## src/rtl/div_pkg.sv

```systemverilog
// Shared constants and state type for the 12/6 sequential divider.
package div_pkg;
  localparam int unsigned DW = 12;
  localparam int unsigned VW = 6;
  localparam int unsigned CW = $clog2(DW);

  typedef enum logic [1:0] {IDLE, CALC, DONE} div_state_t;
endpackage

```

## src/rtl/seq_div_12by6_if.sv

```systemverilog
// Operand/result handshake bundle for the 12/6 divider.
interface seq_div_12by6_if;
  import div_pkg::*;

  logic          in_valid;
  logic          in_ready;
  logic [DW-1:0] dividend;
  logic [VW-1:0] divisor;
  logic          out_valid;
  logic          out_ready;
  logic [DW-1:0] quotient;
  logic [VW-1:0] remainder;
  logic          div_zero;

  modport master (
    output in_valid, dividend, divisor, out_ready,
    input  in_ready, out_valid, quotient, remainder, div_zero
  );

  modport slave (
    input  in_valid, dividend, divisor, out_ready,
    output in_ready, out_valid, quotient, remainder, div_zero
  );
endinterface

```

## src/rtl/div_step.sv

```systemverilog
// One restoring-division step: shift in a dividend bit, subtract if it fits.
module div_step
  import div_pkg::*;
(
  input  logic [VW-1:0] rem,
  input  logic          bit_in,
  input  logic [VW-1:0] divisor,
  output logic [VW-1:0] rem_next,
  output logic          q_bit
);
  logic [VW:0] p;

  // Widened partial remainder so the compare cannot overflow.
  always_comb begin
    p        = {rem, bit_in};
    q_bit    = (p >= {1'b0, divisor});
    rem_next = q_bit ? VW'(p - {1'b0, divisor}) : p[VW-1:0];
  end
endmodule

```

## src/rtl/seq_div_12by6.sv

```systemverilog
// Iterative restoring divider, 12-bit dividend by 6-bit divisor, one op in flight.
module seq_div_12by6
  import div_pkg::*;
(
  input  logic             clk,
  input  logic             rst,
  seq_div_12by6_if.slave   bus
);
  div_state_t    state_q, state_d;
  logic [CW-1:0] cnt_q, cnt_d;
  logic [DW-1:0] dvd_q, dvd_d;
  logic [VW-1:0] dsr_q, dsr_d;
  logic [VW-1:0] rem_q, rem_d;
  logic [DW-1:0] qsr_q, qsr_d;
  logic [DW-1:0] quotient_q, quotient_d;
  logic [VW-1:0] remainder_q, remainder_d;
  logic          div_zero_q, div_zero_d;
  logic          out_valid_q, out_valid_d;
  logic          in_ready_q, in_ready_d;

  logic [VW-1:0] rem_next;
  logic          q_bit;

  div_step u_step (
    .rem      (rem_q),
    .bit_in   (dvd_q[DW-1]),
    .divisor  (dsr_q),
    .rem_next (rem_next),
    .q_bit    (q_bit)
  );

  // Next-state and next-output computation; result registers change only on DONE entry.
  always_comb begin
    state_d     = state_q;
    cnt_d       = cnt_q;
    dvd_d       = dvd_q;
    dsr_d       = dsr_q;
    rem_d       = rem_q;
    qsr_d       = qsr_q;
    quotient_d  = quotient_q;
    remainder_d = remainder_q;
    div_zero_d  = div_zero_q;
    out_valid_d = out_valid_q;
    in_ready_d  = in_ready_q;
    case (state_q)
      IDLE: begin
        if (bus.in_valid) begin
          dvd_d      = bus.dividend;
          dsr_d      = bus.divisor;
          rem_d      = '0;
          qsr_d      = '0;
          in_ready_d = 1'b0;
          if (bus.divisor == '0) begin
            state_d     = DONE;
            quotient_d  = '1;
            remainder_d = '0;
            div_zero_d  = 1'b1;
            out_valid_d = 1'b1;
          end else begin
            state_d = CALC;
            cnt_d   = CW'(DW - 1);
          end
        end
      end
      CALC: begin
        dvd_d = {dvd_q[DW-2:0], 1'b0};
        rem_d = rem_next;
        qsr_d = {qsr_q[DW-2:0], q_bit};
        cnt_d = cnt_q - CW'(1);
        if (cnt_q == '0) begin
          state_d     = DONE;
          quotient_d  = {qsr_q[DW-2:0], q_bit};
          remainder_d = rem_next;
          div_zero_d  = 1'b0;
          out_valid_d = 1'b1;
        end
      end
      DONE: begin
        if (bus.out_ready) begin
          state_d     = IDLE;
          out_valid_d = 1'b0;
          in_ready_d  = 1'b1;
        end
      end
      default: begin
        state_d     = IDLE;
        out_valid_d = 1'b0;
        in_ready_d  = 1'b1;
      end
    endcase
  end

  // State and output registers with synchronous active-high reset.
  always_ff @(posedge clk) begin
    if (rst) begin
      state_q     <= IDLE;
      cnt_q       <= '0;
      dvd_q       <= '0;
      dsr_q       <= '0;
      rem_q       <= '0;
      qsr_q       <= '0;
      quotient_q  <= '0;
      remainder_q <= '0;
      div_zero_q  <= 1'b0;
      out_valid_q <= 1'b0;
      in_ready_q  <= 1'b1;
    end else begin
      state_q     <= state_d;
      cnt_q       <= cnt_d;
      dvd_q       <= dvd_d;
      dsr_q       <= dsr_d;
      rem_q       <= rem_d;
      qsr_q       <= qsr_d;
      quotient_q  <= quotient_d;
      remainder_q <= remainder_d;
      div_zero_q  <= div_zero_d;
      out_valid_q <= out_valid_d;
      in_ready_q  <= in_ready_d;
    end
  end

  assign bus.in_ready  = in_ready_q;
  assign bus.out_valid = out_valid_q;
  assign bus.quotient  = quotient_q;
  assign bus.remainder = remainder_q;
  assign bus.div_zero  = div_zero_q;
endmodule

```

## src/flat_wrapper.sv

```systemverilog
// flat-port wrapper written by rule: the top's interface ports become plain ports
module seq_div_12by6_flat import div_pkg::*;
  (clk, rst, bus_in_valid, bus_dividend, bus_divisor, bus_out_ready, bus_in_ready, bus_out_valid, bus_quotient, bus_remainder, bus_div_zero);
  seq_div_12by6_if bus_i ();
  input  logic clk;
  input  logic rst;
  input wire logic [$bits(bus_i.in_valid)-1:0] bus_in_valid;
  input wire logic [$bits(bus_i.dividend)-1:0] bus_dividend;
  input wire logic [$bits(bus_i.divisor)-1:0] bus_divisor;
  input wire logic [$bits(bus_i.out_ready)-1:0] bus_out_ready;
  output wire logic [$bits(bus_i.in_ready)-1:0] bus_in_ready;
  output wire logic [$bits(bus_i.out_valid)-1:0] bus_out_valid;
  output wire logic [$bits(bus_i.quotient)-1:0] bus_quotient;
  output wire logic [$bits(bus_i.remainder)-1:0] bus_remainder;
  output wire logic [$bits(bus_i.div_zero)-1:0] bus_div_zero;
  assign bus_i.in_valid = bus_in_valid;
  assign bus_i.dividend = bus_dividend;
  assign bus_i.divisor = bus_divisor;
  assign bus_i.out_ready = bus_out_ready;
  assign bus_in_ready = bus_i.in_ready;
  assign bus_out_valid = bus_i.out_valid;
  assign bus_quotient = bus_i.quotient;
  assign bus_remainder = bus_i.remainder;
  assign bus_div_zero = bus_i.div_zero;
  seq_div_12by6 u_core (.clk(clk), .rst(rst), .bus(bus_i));
endmodule
```

## config.mk

```make
export PLATFORM = sky130hd
export DESIGN_NAME = seq_div_12by6_flat
export DESIGN_NICKNAME = d
export VERILOG_FILES = /design/src/rtl/div_pkg.sv /design/src/rtl/seq_div_12by6_if.sv /design/src/rtl/div_step.sv /design/src/rtl/seq_div_12by6.sv /design/src/flat_wrapper.sv
export SDC_FILE = /design/constraint.sdc
export NUM_CORES = 1
export LEC_CHECK = 0
export ABC_AREA = 0
export ABC_CLOCK_PERIOD_IN_PS = 2100
export BUFFER_PORTS_ARGS = -buffer_cell sky130_fd_sc_hd__buf_2
export CORE_ASPECT_RATIO = 0.7
export CORE_UTILIZATION = 45
export DETAILED_ROUTE_END_ITERATION = 8
export HOLD_SLACK_MARGIN = 0.15
export PLACE_DENSITY = 0.78
export REMOVE_ABC_BUFFERS = 1
export SYNTH_ARGS = -nofsm -noshare
export SYNTH_HDL_FRONTEND = slang
export SYNTH_SLANG_ARGS = --single-unit
```

## constraint.sdc

```tcl
create_clock -name clk -period 2.1 [get_ports clk]
set_input_delay 0.42 -clock clk [delete_from_list [all_inputs] [get_ports clk]]
set_output_delay 0.42 -clock clk [all_outputs]
set_load 0.01 [all_outputs]
```

==> flow_metrics.env, run 1 <==
export IMPL_maxClockFrequency_ghz=0.505
export IMPL_grt_use_total_pct=21.7
export IMPL_p_sw_uw=860
export IMPL_num_rows=23
export IMPL_synth_cell_types=45
export IMPL_via_per_inst=5.58
export IMPL_cts_sinks=62
export IMPL_async_flop_share_pct=0
export IMPL_reg2reg_from="u_core.dvd_q[11]$_SDFFE_PP0P_"
export IMPL_layout_commonest_cell="dfxtp_1"
export IMPL_grt_overflow=0
export IMPL_initial_core_util_pct=47.8
export IMPL_syn_avg_cell_area_um2=8.46
export IMPL_cp_arrival_ns=2.25
export IMPL_antenna_found_initial=0
export IMPL_wire_per_inst_um=14.6
export IMPL_min_period_over_period_pct=94.3
export IMPL_final_cell_mix="62 x dfxtp_1, 60 x nand2_1, 42 x buf_2, 31 x a21oi_1, 29 x nor2_1"
export IMPL_finalSetupViolCount=0
export IMPL_areaGrowthSynthToFinish_pct=17.9
export IMPL_r2r_end="u_core.bus.remainder[4]$_SDFFE_PP0P_"
export IMPL_clk_pin_slew_worst_paths_ns=0.07
export IMPL_fin_hold_ws_ns=0.315
export IMPL_dr_first_iter_drc_count=147
export IMPL_cts_tree="built"
export IMPL_gp_congestion=0.930
export IMPL_status="finished clean"
export IMPL_clockBufferDepth=2
export IMPL_hp_start="bus_dividend[0]"
export IMPL_io_pins=43
export IMPL_die_x_um=96.2
export IMPL_clkPwrFrac_pct=31.9
export IMPL_drc=0
export IMPL_fin_crit_ns=1.98
export IMPL_synth_main_ff_cell="dfxtp_1"
export IMPL_power_mw=2.83
export IMPL_synthesis_area_um2=2790
export IMPL_coreArea_um2=5840
export IMPL_ys_seq_area_share_pct=44.4
export IMPL_final_nets=404
export IMPL_slew_headroom_pct=71.2
export IMPL_root_buffer="clkbuf_8"
export IMPL_start_kind="register"
export IMPL_min_to="u_core.dvd_q[0]$_SDFFE_PP0P_"
export IMPL_ys_ff_latch=62
export IMPL_hold_viol_final=0
export IMPL_n_fill_cell=539
export IMPL_grt_max_degree=35
export IMPL_worstHoldPathCells=3
export IMPL_layout_cells_non_filler=452
export IMPL_grt_setup_unrepaired="no"
export IMPL_p_seq_share_pct=46.6
export IMPL_place_inst=437
export IMPL_ir_drop_v=0.000415
export IMPL_crit_fanout=3
export IMPL_cts_buffers=9
export IMPL_p_leak_nw=1.38
export IMPL_synth_edf_count=0
export IMPL_r2r_cells=9
export IMPL_grt_pass1_vias=2267
export IMPL_report_final_slew_viol_count=0
export IMPL_required_ns=2.37
export IMPL_p_int_mw=1.97
export IMPL_p_per_area_nw_per_um2=859
export IMPL_endpoint_kind="register"
export IMPL_cts_setup_buffers=0
export IMPL_tns_ns=0
export IMPL_pwr_share_comb_pct=21.4
export IMPL_dp_hpwl_um=4570
export IMPL_dieArea_um2=6530
export IMPL_synthCells=330
export IMPL_fp_dieH_um=67.9
export IMPL_rrSetupSlack_ns=0.12
export IMPL_maxCapViolCount=0
export IMPL_firstDrtPassIters=5
export IMPL_hp_class="input port to register"
export IMPL_cts_hold_buf=0
export IMPL_clock_skew_ns=0.0101
export IMPL_route_vias_total=2520
export IMPL_insertion_delay_ns=0.35
export IMPL_n_antenna_cell=0
export IMPL_worst_slew_pin_slew_ns=0.428
export IMPL_cts_max_level=3
export IMPL_synth_warnings=0
export IMPL_path_class="register to register"
export IMPL_switching_share_pct=30.4
export IMPL_grt_pass1_wl_um=10700
export IMPL_io_buffers=42
export IMPL_drt_antenna_violating_nets=0
export IMPL_drive_gt1_share_pct=24.9
export IMPL_cts_resized=0
export IMPL_routed_wl_um=6580
[Yosys cell counts, drive strengths merged, types with 8 or more instances]
cell type,number,share of area [%]
dfxtp,62,44
a311oi,13,4.1
buf,11,2.2
o221a,12,4.8
nand2,60,8.1
inv,15,2.0
nand3,14,2.5
nor2,29,3.9
clkbuf,14,1.9
o21ai,8,1.4
ha,8,3.6
a21oi,31,5.6
[through the flow]
stage	utilization, %	area, um2	setup slack (ns)
floorplan	-	2680	-0.104
detailed placement	53.2	3110	0.0954
global route	56.4	3290	0.0290
finish	56.4	3290	0.119
CTS	56.1	3270	0.0857
global placement	53.2	3110	0.136
[worst max-delay path: stages, from the launching register on]
cell and delay, ns:
dfxtp_1 0.31, inv_1 0.08, ha_1 0.17, inv_1 0.06, fa_1 0.42, a21o_1 0.21, a21oi_1 0.18, xnor2_1 0.14
a31oi_1 0.12, a211oi_1 0.20
[power groups by stage]
stage	registers (mW)	logic (mW)	clock network (mW)
6_report	1.32	0.606	0.903
5_1_grt	1.33	0.671	0.984
4_1_cts	1.32	0.595	0.916
3_5_place_dp	1.34	0.590	0
3_3_place_gp	1.34	0.575	0
2_1_floorplan	1.35	0.369	0
[logic make-up (layout without fill, tap and decap cells)]
group | count (synthesis) | after routing | share of synthesized area [%]
AO/OA/AOI/OAI | 94 | 94 | 24.8
XOR/XNOR | 3 | 3 | 0.941
adder cells (fa/ha/maj) | 9 | 9 | 4.30
buffers and inverters | 40 | 87 | 6.05
flip-flops | 62 | 62 | 44.4
multiplexers | 3 | 3 | 1.08
AND/OR/NAND/NOR | 119 | 119 | 18.4
[registers in the layout (all words and copies together) (netlist names)]
signal / cells
u_core.bus.remainder: 6
u_core.rem_q: 6
u_core.bus.in_ready: 1
u_core.dsr_q: 6
u_core.bus.quotient: 12
u_core.state_q: 2
u_core.qsr_q: 11
u_core.bus.out_valid: 1
u_core.bus.div_zero: 1
u_core.dvd_q: 12
u_core.cnt_q: 4
[per-layer routing]
| layer | vias to the layer above | wire (um) | track usage, % |
|---|---|---|---|
| met5 | - | 0 | 0 |
| met1 | 1162 | 3150 | 29.1 |
| met4 | 0 | 81 | 8.77 |
| met3 | 9 | 558 | 6.78 |
| li1 | 1249 | - | - |
| met2 | 100 | 2790 | 32.4 |
[worst max path at each step]
stage	slack (ns)	startpoint	endpoint	cells after the start
2_1_floorplan	-0.10	u_core.state_q[0]$_SDFFE_PP0P_	u_core.bus.remainder[0]$_SDFFE_PP0P_	5
3_3_place_gp	0.14	bus_divisor[1]	u_core.bus.remainder[3]$_SDFFE_PP0P_	7
3_5_place_dp	0.1	u_core.dsr_q[4]$_SDFFE_PP0P_	u_core.bus.remainder[0]$_SDFFE_PP0P_	7
4_1_cts	0.09	u_core.dsr_q[4]$_SDFFE_PP0P_	u_core.bus.remainder[0]$_SDFFE_PP0P_	7
5_1_grt	0.03	u_core.dvd_q[11]$_SDFFE_PP0P_	u_core.bus.remainder[4]$_SDFFE_PP0P_	9
6_report	0.12	u_core.dvd_q[11]$_SDFFE_PP0P_	u_core.bus.remainder[4]$_SDFFE_PP0P_	9
[area by class of cell]
| class | count | area, um2 | area share, % |
|---|---|---|---|
| multi-input combinational | 228 | 1400 | 42.5 |
| sequential | 62 | 1240 | 37.7 |
| timing repair buffer | 57 | 335 | 10.2 |
| clock buffer | 11 | 141 | 4.29 |
| tap | 75 | 93.8 | 2.85 |
| inverter | 15 | 56.3 | 1.71 |
| clock inverter | 4 | 23.8 | 0.722 |
Note: power is estimated with default switching activity, not from simulation.
==> inputs of run 2 (changes only) <==
Settings changed: RECOVER_POWER set to 50, SYNTH_HIERARCHICAL set to 1.
==> run 2 against run 1 <==
  * The run now ends with DRC, setup timing left
  * Via count grew 2.9%
  * Wire length increased by 13%
  * Global-route usage increased by 0.81 points
  * Combinational power is 85% higher
  * Maximum frequency decreased by 9.1%
  * Utilization is 4.0 points higher
  * Sequential share of layout area fell by 4.5 points
  * First-iteration DRC count rose by 23%
  * Design area is 14% higher
  * Clock-buffer cell count rose by 1
==> flow_metrics.env, run 2 <==
export IMPL_grt_max_degree=22
export IMPL_endpoint_kind="register"
export IMPL_n_antenna_cell=0
export IMPL_slew_headroom_pct=66.4
export IMPL_crit_top_cell="a211oi_4"
export IMPL_use_met2_pct=35.4
export IMPL_insertion_delay_ns=0.33
export IMPL_finalSetupViolCount=8
export IMPL_ir_drop_v=0.000464
export IMPL_clockBufferDepth=2
export IMPL_dieArea_um2=6790
export IMPL_coreArea_um2=6220
export IMPL_switching_share_pct=30.6
export IMPL_slowest_delay_ns=0.34
export IMPL_routed_wl_um=7410
export IMPL_num_rows=24
export IMPL_grt_setup_unrepaired="yes"
export IMPL_synth_top_family_by_area="compound AO/OA/AOI/OAI gates"
export IMPL_cts_max_level=3
export IMPL_firstDrtPassIters=6
export IMPL_path_class="register to register"
export IMPL_cp_slowest_cell="dfxtp_2"
export IMPL_initial_core_util_pct=46.8
export IMPL_die_x_um=98.1
export IMPL_clk_pin_slew_worst_paths_ns=0.07
export IMPL_start_kind="register"
export IMPL_cp_cell_sequence="inv_2, ha_4, nand2b_4, a211oi_4, o21ai_2, a211oi_4, buf_6, mux2_4, o22ai_2, a211oi_1"
export IMPL_synthesis_area_um2=2910
export IMPL_drc=3
export IMPL_via_per_inst=5.60
export IMPL_yosys_area_share_simple_pct=15.7
export IMPL_p_seq_share_pct=38.0
export IMPL_maxCapViolCount=0
export IMPL_grt_pass1_vias=2449
export IMPL_p_int_mw=2.47
export IMPL_synthXorXnorAreaFrac_pct=0.603
export IMPL_grt_pass1_wl_um=12000
export IMPL_fp_dieH_um=69.2
export IMPL_layout_commonest_cell="dfxtp_1"
export IMPL_route_vias_total=2593
export IMPL_fin_crit_ns=2.18
export IMPL_drive_gt1_share_pct=29.9
export IMPL_synthTopCellsByCount="62 x dfxtp_1, 38 x nor2_1, 31 x nand2_1"
export IMPL_wire_per_inst_um=16.0
export IMPL_async_flop_share_pct=0
export IMPL_crit_fanout=3
export IMPL_antenna_found_initial=0
export IMPL_p_sw_mw=1.09
export IMPL_synth_edf_count=0
export IMPL_grt_busiest_layer="met2"
export IMPL_gp_congestion=0.873
export IMPL_ys_ff_latch=62
export IMPL_yosys_cell_count_top_type="dfxtp_1"
export IMPL_min_period_over_period_pct=104
export IMPL_drt_antenna_violating_nets=0
export IMPL_cpLargestDelayFamily="compound AO/OA/AOI/OAI gates"
export IMPL_syn_avg_cell_area_um2=9.23
export IMPL_worst_slew_pin_slew_ns=0.503
export IMPL_synth_compound_area_share_pct=26.3
export IMPL_tns_ns=-0.386
export IMPL_yosysTopAreaCell="dfxtp_1"
export IMPL_io_pins=43
export IMPL_required_ns=2.31
export IMPL_clkPwrFrac_pct=30.4
export IMPL_fin_hold_ws_ns=0.352
export IMPL_synth_area_leaders="dfxtp_1 43%, o31a_1 7.2%, nor2_1 4.9%"
export IMPL_cts_tree="built"
export IMPL_n_fill_cell=533
export IMPL_hp_class="input port to register"
export IMPL_cp_arrival_ns=2.39
export IMPL_report_final_slew_viol_count=0
export IMPL_cts_hold_buf=0
export IMPL_cts_buffers=9
export IMPL_io_buffers=42
export IMPL_grt_use_met3_pct=6.85
export IMPL_root_buffer="clkbuf_8"
export IMPL_synth_mux_area_share_pct=4.30
export IMPL_p_leak_nw=1.48
export IMPL_grt_overflow=0
export IMPL_critPathBufInv=2
export IMPL_synth_warnings=6
export IMPL_synth_top_cell_area_share_pct=42.7
export IMPL_hold_viol_final=0
export IMPL_final_nets=413
export IMPL_dp_hpwl_um=4910
export IMPL_cts_sinks=62
export IMPL_final_cell_mix="58 x dfxtp_1, 38 x nor2_1, 32 x buf_4, 31 x nand2_1, 24 x o31a_1"
export IMPL_synth_main_ff_cell="dfxtp_1"
export IMPL_grt_use_total_pct=22.5
export IMPL_synth_cell_types=52
export IMPL_areaGrowthSynthToFinish_pct=29.1
export IMPL_setup_slack_ns=-0.0784
export IMPL_synthCells=315
export IMPL_p_per_area_nw_per_um2=947
export IMPL_dr_first_iter_drc_count=181
export IMPL_synthAdderAreaFrac_pct=4.56
export IMPL_grt_util_met1_pct=29.7
export IMPL_pwr_share_comb_pct=31.5
export IMPL_ys_seq_area_share_pct=42.7
export IMPL_clock_skew_ns=0.00881
export IMPL_violations="DRC, setup timing"
export IMPL_status="finished with violations"
export IMPL_maxClockFrequency_ghz=0.459
==> run 2: what timing repair did <==
item / CTS / global route
pin swaps: 5 / 3
gates resized for setup: 13 / 25
setup endpoints to repair: 13 / 13
buffers inserted: 0 / 3
==> run 2: per-stage QoR <==
step	power, mW	worst slack, ns	instance area (um2)	utilization [%]	instances
final	3.55	-0.0784	3750	60.3	463
after global routing	3.74	-0.147	3750	60.3	463
after CTS	3.41	0.000316	3630	58.4	460
after detailed placement	2.26	-0.239	3350	53.9	445
after global placement	2.22	-0.136	3350	53.9	445
after floorplan	1.92	-0.287	2800	-	292
==> run 2: power by group through the flow <==
| stage | logic [mW] | registers [mW] | clock network [mW] |
|---|---|---|---|
| after floorplan | 0.543 | 1.38 | 0 |
| after global placement | 0.860 | 1.36 | 0 |
| after detailed placement | 0.894 | 1.37 | 0 |
| after CTS | 0.942 | 1.35 | 1.12 |
| after global routing | 1.20 | 1.36 | 1.17 |
| final | 1.12 | 1.35 | 1.08 |
==> run 2: cells by family (layout without fill, tap and decap cells) <==
family          Yosys count  after routing
simple gates             98             98
fa+ha+maj                10             10
compound gates           92             92
xor+xnor                  2              2
flops                    62             62
buf+inv                  39            109
mux                      12             12
==> run 2: worst reg2reg max path: stages (launching register included) <==
cell and delay (ns):
dfxtp_2 0.34, inv_2 0.05, ha_4 0.21, nand2b_4 0.14
a211oi_4 0.26, o21ai_2 0.11, a211oi_4 0.26, buf_6 0.14
mux2_4 0.32, o22ai_2 0.14, a211oi_1 0.09
==> run 2: worst paths after layout <==
path	startpoint	to	slack (ns)	cells past startpoint
worst max-delay path	u_core/dvd_q[11]$_SDFFE_PP0P_	u_core/bus.remainder[5]$_SDFFE_PP0P_	-0.08	10
worst min-delay path	bus_dividend[4]	u_core/dvd_q[4]$_SDFFE_PP0P_	0.35	3
worst max register to register	u_core/dvd_q[11]$_SDFFE_PP0P_	u_core/bus.remainder[5]$_SDFFE_PP0P_	-0.08	10
worst min register to register	u_core/bus.remainder[2]$_SDFFE_PP0P_	u_core/bus.remainder[2]$_SDFFE_PP0P_	0.46	2
==> run 2: layer usage <==
metal	wire, um	part of all wire, %
met5	0	0
met1	3440	46
met3	363	4.9
met2	3520	48
met4	82	1.1
==> run 2: layout make-up <==
cell class	count	area, um2	share of cell area, %
tap	78	97.6	2.60
clock inverter	3	42.5	1.13
multi-input combinational	214	1670	44.5
inverter	16	60.1	1.60
sequential	62	1250	33.2
timing repair buffer	78	469	12.5
clock buffer	12	165	4.40
==> inputs of run 3 (changes only) <==
Settings changed: SETUP_SLACK_MARGIN set to 0.4.
==> run 3 against run 2 <==
  * The flow still finishes with violations (DRC, setup timing)
  * Sequential power barely moved
  * Clock skew shrank 0.00062 ns
  * Maximum frequency is 0.63% higher
  * Critical path depth unchanged
  * Non-clock buffer count increased by 1
==> flow_metrics.env, run 3 (synthesized netlist as in run 2, its figures left out) <==
export IMPL_hp_class="input port to register"
export IMPL_hp_start="bus_dividend[4]"
export IMPL_endpoint_kind="register"
export IMPL_coreArea_um2=6220
export IMPL_min_period_over_period_pct=103
export IMPL_route_vias_total=2626
export IMPL_reg2reg_from="u_core/dvd_q[11]$_SDFFE_PP0P_"
export IMPL_status="finished with violations"
export IMPL_grt_pass1_wl_um=12500
export IMPL_firstDrtPassIters=7
export IMPL_cp_arrival_ns=2.38
export IMPL_wire_per_inst_um=16.2
export IMPL_slew_headroom_pct=29.2
export IMPL_io_pins=43
export IMPL_via_per_inst=5.66
export IMPL_clockBufferDepth=2
export IMPL_clk_pin_slew_worst_paths_ns=0.07
export IMPL_path_class="register to register"
export IMPL_drive_gt1_share_pct=31.3
export IMPL_grt_setup_unrepaired="yes"
export IMPL_dieArea_um2=6790
export IMPL_io_buffers=42
export IMPL_setup_slack_ns=-0.0647
export IMPL_grt_max_degree=22
export IMPL_routed_wl_um=7500
export IMPL_grt_overflow=0
export IMPL_drt_antenna_violating_nets=0
export IMPL_die_x_um=98.1
export IMPL_layout_commonest_cell="dfxtp_1"
export IMPL_fp_dieH_um=69.2
export IMPL_dr_first_iter_drc_count=123
export IMPL_maxCapViolCount=0
export IMPL_n_fill_cell=535
export IMPL_cts_buffers=9
export IMPL_p_leak_nw=1.48
export IMPL_cp_slowest_cell="dfxtp_2"
export IMPL_p_per_area_nw_per_um2=950
export IMPL_final_nets=414
export IMPL_hold_viol_final=0
export IMPL_root_buffer="clkbuf_8"
export IMPL_start_kind="register"
export IMPL_clock_skew_ns=0.00819
export IMPL_cts_hold_buf=0
export IMPL_gp_congestion=0.873
export IMPL_required_ns=2.32
export IMPL_multiInputGateArea_um2=1670
export IMPL_crit_fanout=3
export IMPL_place_area_um2=3350
export IMPL_n_antenna_cell=0
export IMPL_ir_drop_v=0.000466
export IMPL_cts_max_level=3
export IMPL_design_area_um2=3750
export IMPL_areaGrowthSynthToFinish_pct=28.9
export IMPL_crit_top_cell="a211oi_4"
export IMPL_report_final_slew_viol_count=0
export IMPL_antenna_found_initial=0
export IMPL_final_cell_mix="57 x dfxtp_1, 38 x nor2_1, 35 x buf_4, 31 x nand2_1, 24 x o31a_1"
export IMPL_grt_use_total_pct=23.7
export IMPL_dp_hpwl_um=4910
export IMPL_slowest_delay_ns=0.34
export IMPL_cp_cell_sequence="inv_2, ha_4, nand2b_4, a211oi_4, o21ai_2, a211oi_4, buf_4, mux2_4, o22ai_2, a211oi_1"
export IMPL_finalSetupViolCount=6
export IMPL_setup_worst_path_start="u_core/dvd_q[11]$_SDFFE_PP0P_"
export IMPL_cts_sinks=62
export IMPL_maxClockFrequency_ghz=0.462
export IMPL_ff_latch_area_um2=1250
export IMPL_grt_pass1_vias=2540
export IMPL_fin_crit_ns=2.16
export IMPL_cts_tree="built"
export IMPL_initial_core_util_pct=46.8
export IMPL_worst_slew_pin_slew_ns=1.05
export IMPL_insertion_delay_ns=0.34
export IMPL_num_rows=24
export IMPL_layout_cells_non_filler=464
export IMPL_drc=3
export IMPL_violations="DRC, setup timing"
export IMPL_place_inst=445
[run 3: cell types whose count changed in the layout (fill, tap and decap cells not counted), moves of 2 or more]
cell,before,now
buf_4,32,35
buf_6,4,2
ha_1,5,3
inv_1,13,11
inv_2,2,4
[run 3: critical path, delay by kind of cell, from the launching register on]
family          cells  cell delay [ns]
compound gates      5             0.82
buf+inv             2             0.22
mux                 1             0.33
fa+ha+maj           1             0.21
simple gates        1             0.14
flops               1             0.34
[run 3: worst paths after layout]
| path | to | slack [ns] | cells past startpoint |
|---|---|---|---|
| worst min register to register | u_core/bus.remainder[1]$_SDFFE_PP0P_ | 0.46 | 2 |
| worst max-delay path | u_core/bus.remainder[5]$_SDFFE_PP0P_ | -0.06 | 10 |
| worst max register to register | u_core/bus.remainder[5]$_SDFFE_PP0P_ | -0.06 | 10 |
| worst min-delay path | u_core/dvd_q[4]$_SDFFE_PP0P_ | 0.34 | 3 |
[run 3: per-stage QoR]
stage | util, % | setup TNS [ns] | total power [mW] | hold slack (ns) | setup WS (ns)
after floorplan | - | -9.86 | 1.92 | 0.450 | -0.287
after global placement | 53.9 | -1.11 | 2.22 | 0.444 | -0.136
after detailed placement | 53.9 | -2.21 | 2.26 | 0.452 | -0.239
after CTS | 60.2 | 0 | 3.52 | 0.325 | 0.0136
after global routing | 60.3 | -0.963 | 3.72 | 0.332 | -0.127
final | 60.3 | -0.256 | 3.56 | 0.345 | -0.0647
[run 3: area by class of cell]
| type | instances | share of cell area [%] |
|---|---|---|
| sequential | 62 | 33.3 |
| inverter | 16 | 1.60 |
| timing repair buffer | 79 | 12.5 |
| clock buffer | 12 | 4.41 |
| clock inverter | 3 | 1.14 |
| tap | 78 | 2.60 |
| multi-input combinational | 214 | 44.4 |
[run 3: timing repair]
action	4_1_cts	5_1_grt
endpoints found under the hold margin	0	0
setup endpoints to repair	20	32
pin swaps	12	4
gates resized for setup	34	12
buffers inserted	3	1
[run 3: report_power, final]
part / switching (mW) / total, mW / internal (mW)
Clock: 0.463 / 1.10 / 0.637
Sequential: 0.0726 / 1.35 / 1.28
Combinational: 0.566 / 1.11 / 0.543
[run 3: layer usage]
layer	wire length, um	share of wire, %	global-route usage, %
met5	0	0	0
met4	129	1.7	9.43
met3	456	6.1	7.56
met2	3530	47	37.8
met1	3390	45	29.7
